--- config.mk ---
export PLATFORM = sky130hd
export DESIGN_NAME = toggle_event_rx
export DESIGN_NICKNAME = d
export VERILOG_FILES = /design/src/rtl/toggle_event_rx.sv
export SDC_FILE = /design/constraint.sdc
export NUM_CORES = 1
export LEC_CHECK = 0
export ABC_AREA = 1
export CAP_MARGIN = 0
export CORE_MARGIN = 5
export CORE_UTILIZATION = 42
export DETAILED_ROUTE_END_ITERATION = 16
export MAX_ROUTING_LAYER = met4
export PLACE_DENSITY = 0.82
export SYNTH_ARGS = -nofsm -noshare
export SYNTH_HDL_FRONTEND = slang
export SYNTH_SLANG_ARGS = --single-unit
--- constraint.sdc ---
create_clock -name clk -period 1.8 [get_ports clk]
set_input_delay 0.18 -clock clk [delete_from_list [all_inputs] [get_ports clk]]
set_output_delay 0.18 -clock clk [all_outputs]
set_load 0.1 [all_outputs]
--- src/rtl/toggle_event_rx.sv ---
// Toggle-encoded event receiver: counts level changes on t_in into a saturating pending counter.
// Optional 2-flop input synchronizer enabled by defining TOGGLE_EVENT_RX_SYNC_EN.
module toggle_event_rx #(
    parameter int CNT_W = 4
) (
    input  logic             clk,
    input  logic             reset,
    input  logic             t_in,
    input  logic             evt_ready,
    input  logic             clr_ovf,
    output logic             evt_valid,
    output logic             evt_pulse,
    output logic [CNT_W-1:0] pend_cnt,
    output logic             ovf
);

    typedef enum logic [1:0] {
        RST,
        ARM,
        RUN
    } state_t;

    logic last;

`ifdef TOGGLE_EVENT_RX_SYNC_EN
    localparam int NS = 2;
    logic [1:0] sync;

    always_ff @(posedge clk) begin
        if (reset) begin
            sync <= '0;
        end else begin
            sync <= {sync[0], t_in};
        end
    end

    assign last = sync[1];
`else
    localparam int NS = 1;
    logic samp;

    always_ff @(posedge clk) begin
        if (reset) begin
            samp <= 1'b0;
        end else begin
            samp <= t_in;
        end
    end

    assign last = samp;
`endif

    state_t           state;
    state_t           state_next;
    logic             arm_cnt;
    logic             arm_next;
    logic             prev;
    logic             running;
    logic             det;
    logic             pop;
    logic             full;
    logic             sat_loss;
    logic [CNT_W-1:0] cnt_next;
    logic             ovf_next;

    always_ff @(posedge clk) begin
        if (reset) begin
            state   <= RST;
            arm_cnt <= 1'b0;
        end else begin
            state   <= state_next;
            arm_cnt <= arm_next;
        end
    end

    // ARM waits until the sampling pipeline holds the post-reset level; prev tracks it throughout.
    always_comb begin
        state_next = state;
        arm_next   = arm_cnt;
        case (state)
            RST: begin
                state_next = ARM;
                arm_next   = 1'b0;
            end
            ARM: begin
                if (arm_cnt == 1'(NS - 1)) begin
                    state_next = RUN;
                end else begin
                    arm_next = arm_cnt + 1'b1;
                end
            end
            RUN:     state_next = RUN;
            default: state_next = RST;
        endcase
    end

    assign running   = (state == RUN);
    assign det       = running & (last ^ prev);
    assign evt_valid = (pend_cnt != '0);
    assign pop       = running & evt_valid & evt_ready;
    assign full      = (pend_cnt == '1);
    assign sat_loss  = det & ~pop & full;

    always_comb begin
        cnt_next = pend_cnt;
        case ({det, pop})
            2'b10: if (!full) cnt_next = pend_cnt + CNT_W'(1);
            2'b01: cnt_next = pend_cnt - CNT_W'(1);
            default: cnt_next = pend_cnt;
        endcase
    end

    always_comb begin
        ovf_next = ovf;
        if (sat_loss) begin
            ovf_next = 1'b1;
        end else if (clr_ovf) begin
            ovf_next = 1'b0;
        end
    end

    always_ff @(posedge clk) begin
        if (reset) begin
            prev      <= 1'b0;
            pend_cnt  <= '0;
            evt_pulse <= 1'b0;
            ovf       <= 1'b0;
        end else begin
            prev      <= last;
            pend_cnt  <= cnt_next;
            evt_pulse <= det;
            ovf       <= ovf_next;
        end
    end

endmodule

==> flow_summary.yaml, run 1 <==
timing:
  final_max_slew_viol_count: 0
  fmax_mhz: 588
  finalCritPeriodShare_pct: 94.5
  timing.final.crit_period_ns: 1.70
  setup_viol: 0
  finalHoldViolCount: 0
  finClkSkew_ns: 0.00468
  tightest_slew_ns: 0.293
  final.setup.tns_ns: 0
  slew-limit-headroom_pct: 80.4
cells_and_area:
  final_common_cell: "inv_1"
  design_area_sq_um: 823
  seqCellArea_sq_um: 218
  syn2layout_area_growth_pct: 49.9
  multiInputGateArea_sq_um: 359
  layout.nets: 104
  fillCellCount: 106
  final_cell_mix: "inv_1, nor2_1, buf_4, nand2_1"
  drive_gt1_share_pct: 39.1
  antenna_cells: 0
drt:
  wire_per_inst_microns: 10.4
  dr.pass1.iters: 3
  route.detailed.drc: 0
  drt-initial-drc-count: 4
  ant_nets: 0
  routed_wl_microns: 1110
  avgViaCountPerCell: 4.64
  vias: 496
clock_network:
  cts-root-buf: "clkbuf_4"
  cts_buffer_depth: 2
  insertion_delay_ns: 0.26
  cts_tree: "done"
  clk_pin_slew_ns: 0.08
  htree_num_levels: 1
  clock_sinks: 10
  cts_inserted_buffers: 3
  cts_hold_buf: 0
power:
  power.share.clock_pct: 18.9
  intPower_mw: 0.594
  sw_frac_of_total_pct: 45.6
  p_sw_mw: 0.498
  powerDensity_nw_per_um2: 1330
  p_leak_nw: 0.389
  peakVddDrop_mv: 0.653
  seqPwrFrac_pct: 29.1
  total_power_mw: 1.09
  combPwrFrac_pct: 52.0
worst_setup_path:
  reg2regPathDepth: 14
  critPathLaunchType: "flop"
  crit_start: "state[0]"
  crit_type: "reg -> reg"
  required_ns: 1.96
  worstSetupEndpoint: "pend_cnt[3]"
  r2r_start: "state[0]"
  end_kind: "flop"
  crit_arrival_ns: 1.86
  cp_max_fo: 3
  reg2reg_to: "pend_cnt[3]"
  r2r_slack_ns: 0.1
grt:
  use_met3_pct: 4.69
  grt_pass1_vias: 455
  grt_start_max_net_pins: 9
  grtUsageTotal_pct: 12.4
  grt_busiest_layer: "met2"
  grt-ovfl-total: 0
  grt_pass1_wl_microns: 1790
  grtUsageMet2_pct: 17.6
  gr-usage-met1_pct: 14.8
  antenna_found_initial: 0
synthesis:
  netlist.area_leader.share_pct: 36.4
  synth.distinct_cells: 16
  yosys-top-cells-area: "dfxtp_1, ha_1, inv_1"
  synth-seq-area-share_pct: 36.4
  synth_seq_cells: 10
  synth_fp_nets: 85
  avgSynthCellArea_sq_um: 7.42
  yosys.area.top_type: "dfxtp_1"
  synthCells: 74
  syn-cell-area_sq_um: 549
  yosysWarnings: 0
place:
  dpl.hpwl_microns: 835
  place_area_sq_um: 739
  gp_congestion: 0.754
  io_buffers: 11
floorplanning:
  dieWidth_microns: 46.2
  ioPinCount: 12
  start_util_pct: 43.3
  die-area_sq_um: 2130
  die_height_microns: 46.2
  rows: 13
  core-area_sq_um: 1270
worst_hold_path:
  hold_class: "in -> reg"
flow_run:
  drv_cap: 0
status:
  status: "completed"
==> flip-flops by register name, indices dropped and copies added, names as in the netlist <==
register	flops
pend_cnt	4
last	1
evt_pulse	1
ovf	1
state	2
prev	1
==> worst min-delay path by stage <==
stage                     from  endpoint  slack [ns]  cells after the start
after CTS                 t_in      last        0.42                      3
final                     t_in      last        0.43                      3
after detailed placement   ovf       ovf        0.46                      2
after floorplan           t_in      last        0.29                      2
after global routing      t_in      last        0.43                      3
after global placement    last      prev        0.45                      2
==> timing repair <==
item | in CTS | in global routing
resized for setup | 2 | 8
setup endpoints to repair | 1 | 2
pin swaps | 0 | 5
setup buffers | 0 | 2
==> metrics by stage <==
step	setup slack (ns)	std cells	utilization, %	hold WS [ns]
2_1_floorplan	-0.0456	74	-	0.287
3_3_place_gp	0.00605	101	58.3	0.451
3_5_place_dp	-0.0237	101	58.3	0.457
4_1_cts	0.0375	105	61.7	0.425
5_1_grt	-0.0504	107	64.9	0.429
6_report	0.0997	107	64.9	0.427
==> final cells by class <==
type,instances,share of cell area [%]
Clock buffer,4,4.41
Inverter,15,6.84
Multi-Input combinational cell,48,43.6
Sequential cell,10,26.4
Tap cell,15,2.28
Timing Repair Buffer,15,16.4
==> power groups by stage <==
stage                     Sequential (mW)  Combinational (mW)  Clock, mW
final                               0.318               0.569      0.206
after global routing                0.325               0.609      0.227
after CTS                           0.306               0.523      0.207
after detailed placement            0.310               0.519          0
after global placement              0.308               0.506          0
after floorplan                     0.414               0.280          0
==> synthesized netlist by cell type (all sizes together) <==
cell type,count
clkbuf,1
nand2,14
nand3,4
nand4,1
nor2,13
dfxtp,10
nor3b,2
xor2,1
inv,15
nand3b,1
a21oi,3
ha,5
o21ai,3
fa,1
==> worst max-delay path, stage by stage, from the launching register on <==
cell and delay, ns:
dfxtp_2 0.33, inv_2 0.07, ha_4 0.16, nand3_4 0.08, nand3_4 0.10, inv_2 0.04
ha_1 0.26, nand2_1 0.06, nand2_1 0.06, a21oi_2 0.14, inv_1 0.06, nand2_2 0.07
nand3_1 0.06, nand2_1 0.06, nor2_1 0.03
==> logic make-up (layout without fill, tap and decap cells) <==
group / Yosys count / after routing / synth area share, %
buffers and inverters: 16 / 34 / 10.9
adder cells (fa/ha/maj): 6 / 6 / 15.0
AO/OA/AOI/OAI: 6 / 6 / 5.47
XOR/XNOR: 1 / 1 / 1.59
AND/OR/NAND/NOR: 35 / 35 / 30.5
flip-flops: 10 / 10 / 36.4
==> per-layer routing <==
metal	up-vias	routed length (microns)
met1	226	475
met3	2	43
met2	5	584
met5	-	0
li1	263	-
met4	0	10
Power figures use the tool's default switching activity.
==> run 2: changes to the inputs <==
--- a/config.mk
+++ b/config.mk
@@ -11,7 +11,7 @@
 export CORE_UTILIZATION = 42
 export DETAILED_ROUTE_END_ITERATION = 16
 export MAX_ROUTING_LAYER = met4
-export PLACE_DENSITY = 0.82
+export PLACE_DENSITY = 0.69
 export SYNTH_ARGS = -nofsm -noshare
 export SYNTH_HDL_FRONTEND = slang
 export SYNTH_SLANG_ARGS = --single-unit
==> run 2 against run 1 <==
  * Setup slack improved by 0.0070 ns
  * Combinational power decreased by 3%
  * Utilization decreased by 0.79 points
  * Die area unchanged
  * Wire length decreased by 5.0%
  * Flip-flop and latch count unchanged
  * Global-route usage increased by 1.5 points
  * Via count decreased by 0.60%
  * Sequential power about the same
  * Sequential share of layout area increased by 0.33 points
  * First-iteration DRC count increased by 50%
  * Largest cell class unchanged
  * Highest routed layer unchanged
==> flow_summary.yaml, run 2 (synthesis gave the netlist of run 1 again) <==
place:
  dpl.hpwl_microns: 846
  place_area_sq_um: 739
  io_buffers: 11
  gp_congestion: 0.744
timing:
  finClkSkew_ns: 0.00626
  setup_viol: 0
  finalHoldViolCount: 0
  tightest_slew_ns: 0.280
  fmax_mhz: 591
  hold_ws_ns: 0.434
  final.setup.tns_ns: 0
  finalCritPeriodShare_pct: 94.1
  final_max_slew_viol_count: 0
  timing.final.crit_period_ns: 1.69
  slew-limit-headroom_pct: 81.3
worst_setup_path:
  r2r_start: "state[0]"
  critPathLaunchType: "flop"
  reg2reg_to: "pend_cnt[3]"
  crit_type: "reg -> reg"
  required_ns: 1.97
  end_kind: "flop"
  cp_max_fo: 3
  reg2regPathDepth: 15
  r2r_slack_ns: 0.11
  crit_arrival_ns: 1.86
clock_network:
  clk_pin_slew_ns: 0.07
  clock_sinks: 10
  cts_hold_buf: 0
  insertion_delay_ns: 0.27
  cts_tree: "done"
  cts_inserted_buffers: 3
  cts-root-buf: "clkbuf_4"
  htree_num_levels: 1
  cts_buffer_depth: 2
power:
  powerDensity_nw_per_um2: 1320
  sw_frac_of_total_pct: 45.3
  total_power_mw: 1.07
  intPower_mw: 0.585
  combPwrFrac_pct: 51.6
  p_sw_mw: 0.486
  p_leak_nw: 0.384
  seqPwrFrac_pct: 29.4
  peakVddDrop_mv: 0.694
  power.share.clock_pct: 18.9
drt:
  avgViaCountPerCell: 4.65
  route.detailed.drc: 0
  routed_wl_microns: 1060
  vias: 493
  wire_per_inst_microns: 9.97
  drt-initial-drc-count: 6
  ant_nets: 0
  dr.pass1.iters: 4
cells_and_area:
  largestRegisters: "pend_cnt x4, state x2"
  largest-register: "pend_cnt"
  final_common_cell: "inv_1"
  final_cell_mix: "inv_1, nor2_1, nand2_1, buf_4"
  syn2layout_area_growth_pct: 48.1
  largest_reg_flops: 4
  design_area_sq_um: 813
  fillCellCount: 109
  drive_gt1_share_pct: 37.4
  antenna_cells: 0
  layout.nets: 103
  final_core_util_pct: 64.1
worst_hold_path:
  min_to: "last"
  hold_class: "in -> reg"
  hold_start: "t_in"
  hold-path-cell-count: 3
floorplanning:
  die-area_sq_um: 2130
  die_height_microns: 46.2
  dieWidth_microns: 46.2
  core-area_sq_um: 1270
  ioPinCount: 12
  start_util_pct: 43.3
  rows: 13
grt:
  antenna_found_initial: 0
  grt-ovfl-total: 0
  grt_start_max_net_pins: 9
  grtUsageTotal_pct: 13.9
  grt_pass1_wl_microns: 1950
  grt_pass1_vias: 495
status:
  status: "completed"
flow_run:
  drv_cap: 0
==> run 2: how the worst max path moves through the flow <==
stage,from,endpoint,slack (ns),cells past startpoint
finish,state[0],pend_cnt[3],0.11,15
global route,state[0],pend_cnt[3],-0.007,15
CTS,state[0],pend_cnt[3],0.02,15
detailed placement,evt_ready,pend_cnt[3],-0.03,14
global placement,evt_ready,pend_cnt[3],-0.002,12
floorplan,pend_cnt[1],pend_cnt[3],-0.05,13
==> run 2: per-layer routing <==
| layer | global-route usage [%] | part of all wire (%) | routed length, microns | vias to the layer above |
|---|---|---|---|---|
| li1 | - | - | - | 260 |
| met1 | 14.4 | 44 | 467 | 224 |
| met2 | 21.2 | 49 | 519 | 7 |
| met3 | 7.42 | 5.5 | 58 | 2 |
| met4 | 6.82 | 1.2 | 13 | 0 |
| met5 | - | 0 | 0 | - |
==> run 2: layout make-up <==
type | count | area, sq um | share of cell area, %
multi-input combinational | 48 | 357 | 43.8
tap | 15 | 18.8 | 2.31
inverter | 15 | 56.3 | 6.92
sequential | 10 | 218 | 26.8
clock buffer | 4 | 36.3 | 4.46
timing repair buffer | 14 | 128 | 15.7
==> run 2: critical path: stages, from the launching register on <==
cell and delay (ns):
dfxtp_2 0.33, inv_2 0.05, ha_4 0.17, nand2_2 0.07, inv_2 0.04, nand3_4 0.09, inv_2 0.04, ha_1 0.26
nand2_1 0.06, nand2_1 0.05, a21oi_2 0.14, inv_1 0.05, nand2_1 0.07, nand3_1 0.07, nand2_1 0.06, nor2_1 0.04
==> run 2: through the flow <==
stage / setup WS (ns) / cells
global placement: -0.00170 / 101
CTS: 0.0166 / 105
finish: 0.107 / 106
detailed placement: -0.0277 / 101
global route: -0.00697 / 106
floorplan: -0.0456 / 74
==> run 2: timing repair <==
| action | in CTS | in global routing |
|---|---|---|
| pin swaps | 0 | 5 |
| buffers inserted | 0 | 1 |
| gates resized for setup | 2 | 7 |
| endpoints found under the setup margin | 1 | 2 |
==> run 2: power by group through the flow <==
stage / combinational, mW / clock [mW] / sequential, mW
after floorplan: 0.280 / 0 / 0.414
after global placement: 0.512 / 0 / 0.310
after detailed placement: 0.522 / 0 / 0.311
after CTS: 0.527 / 0.215 / 0.306
after global routing: 0.597 / 0.229 / 0.323
final: 0.553 / 0.203 / 0.315
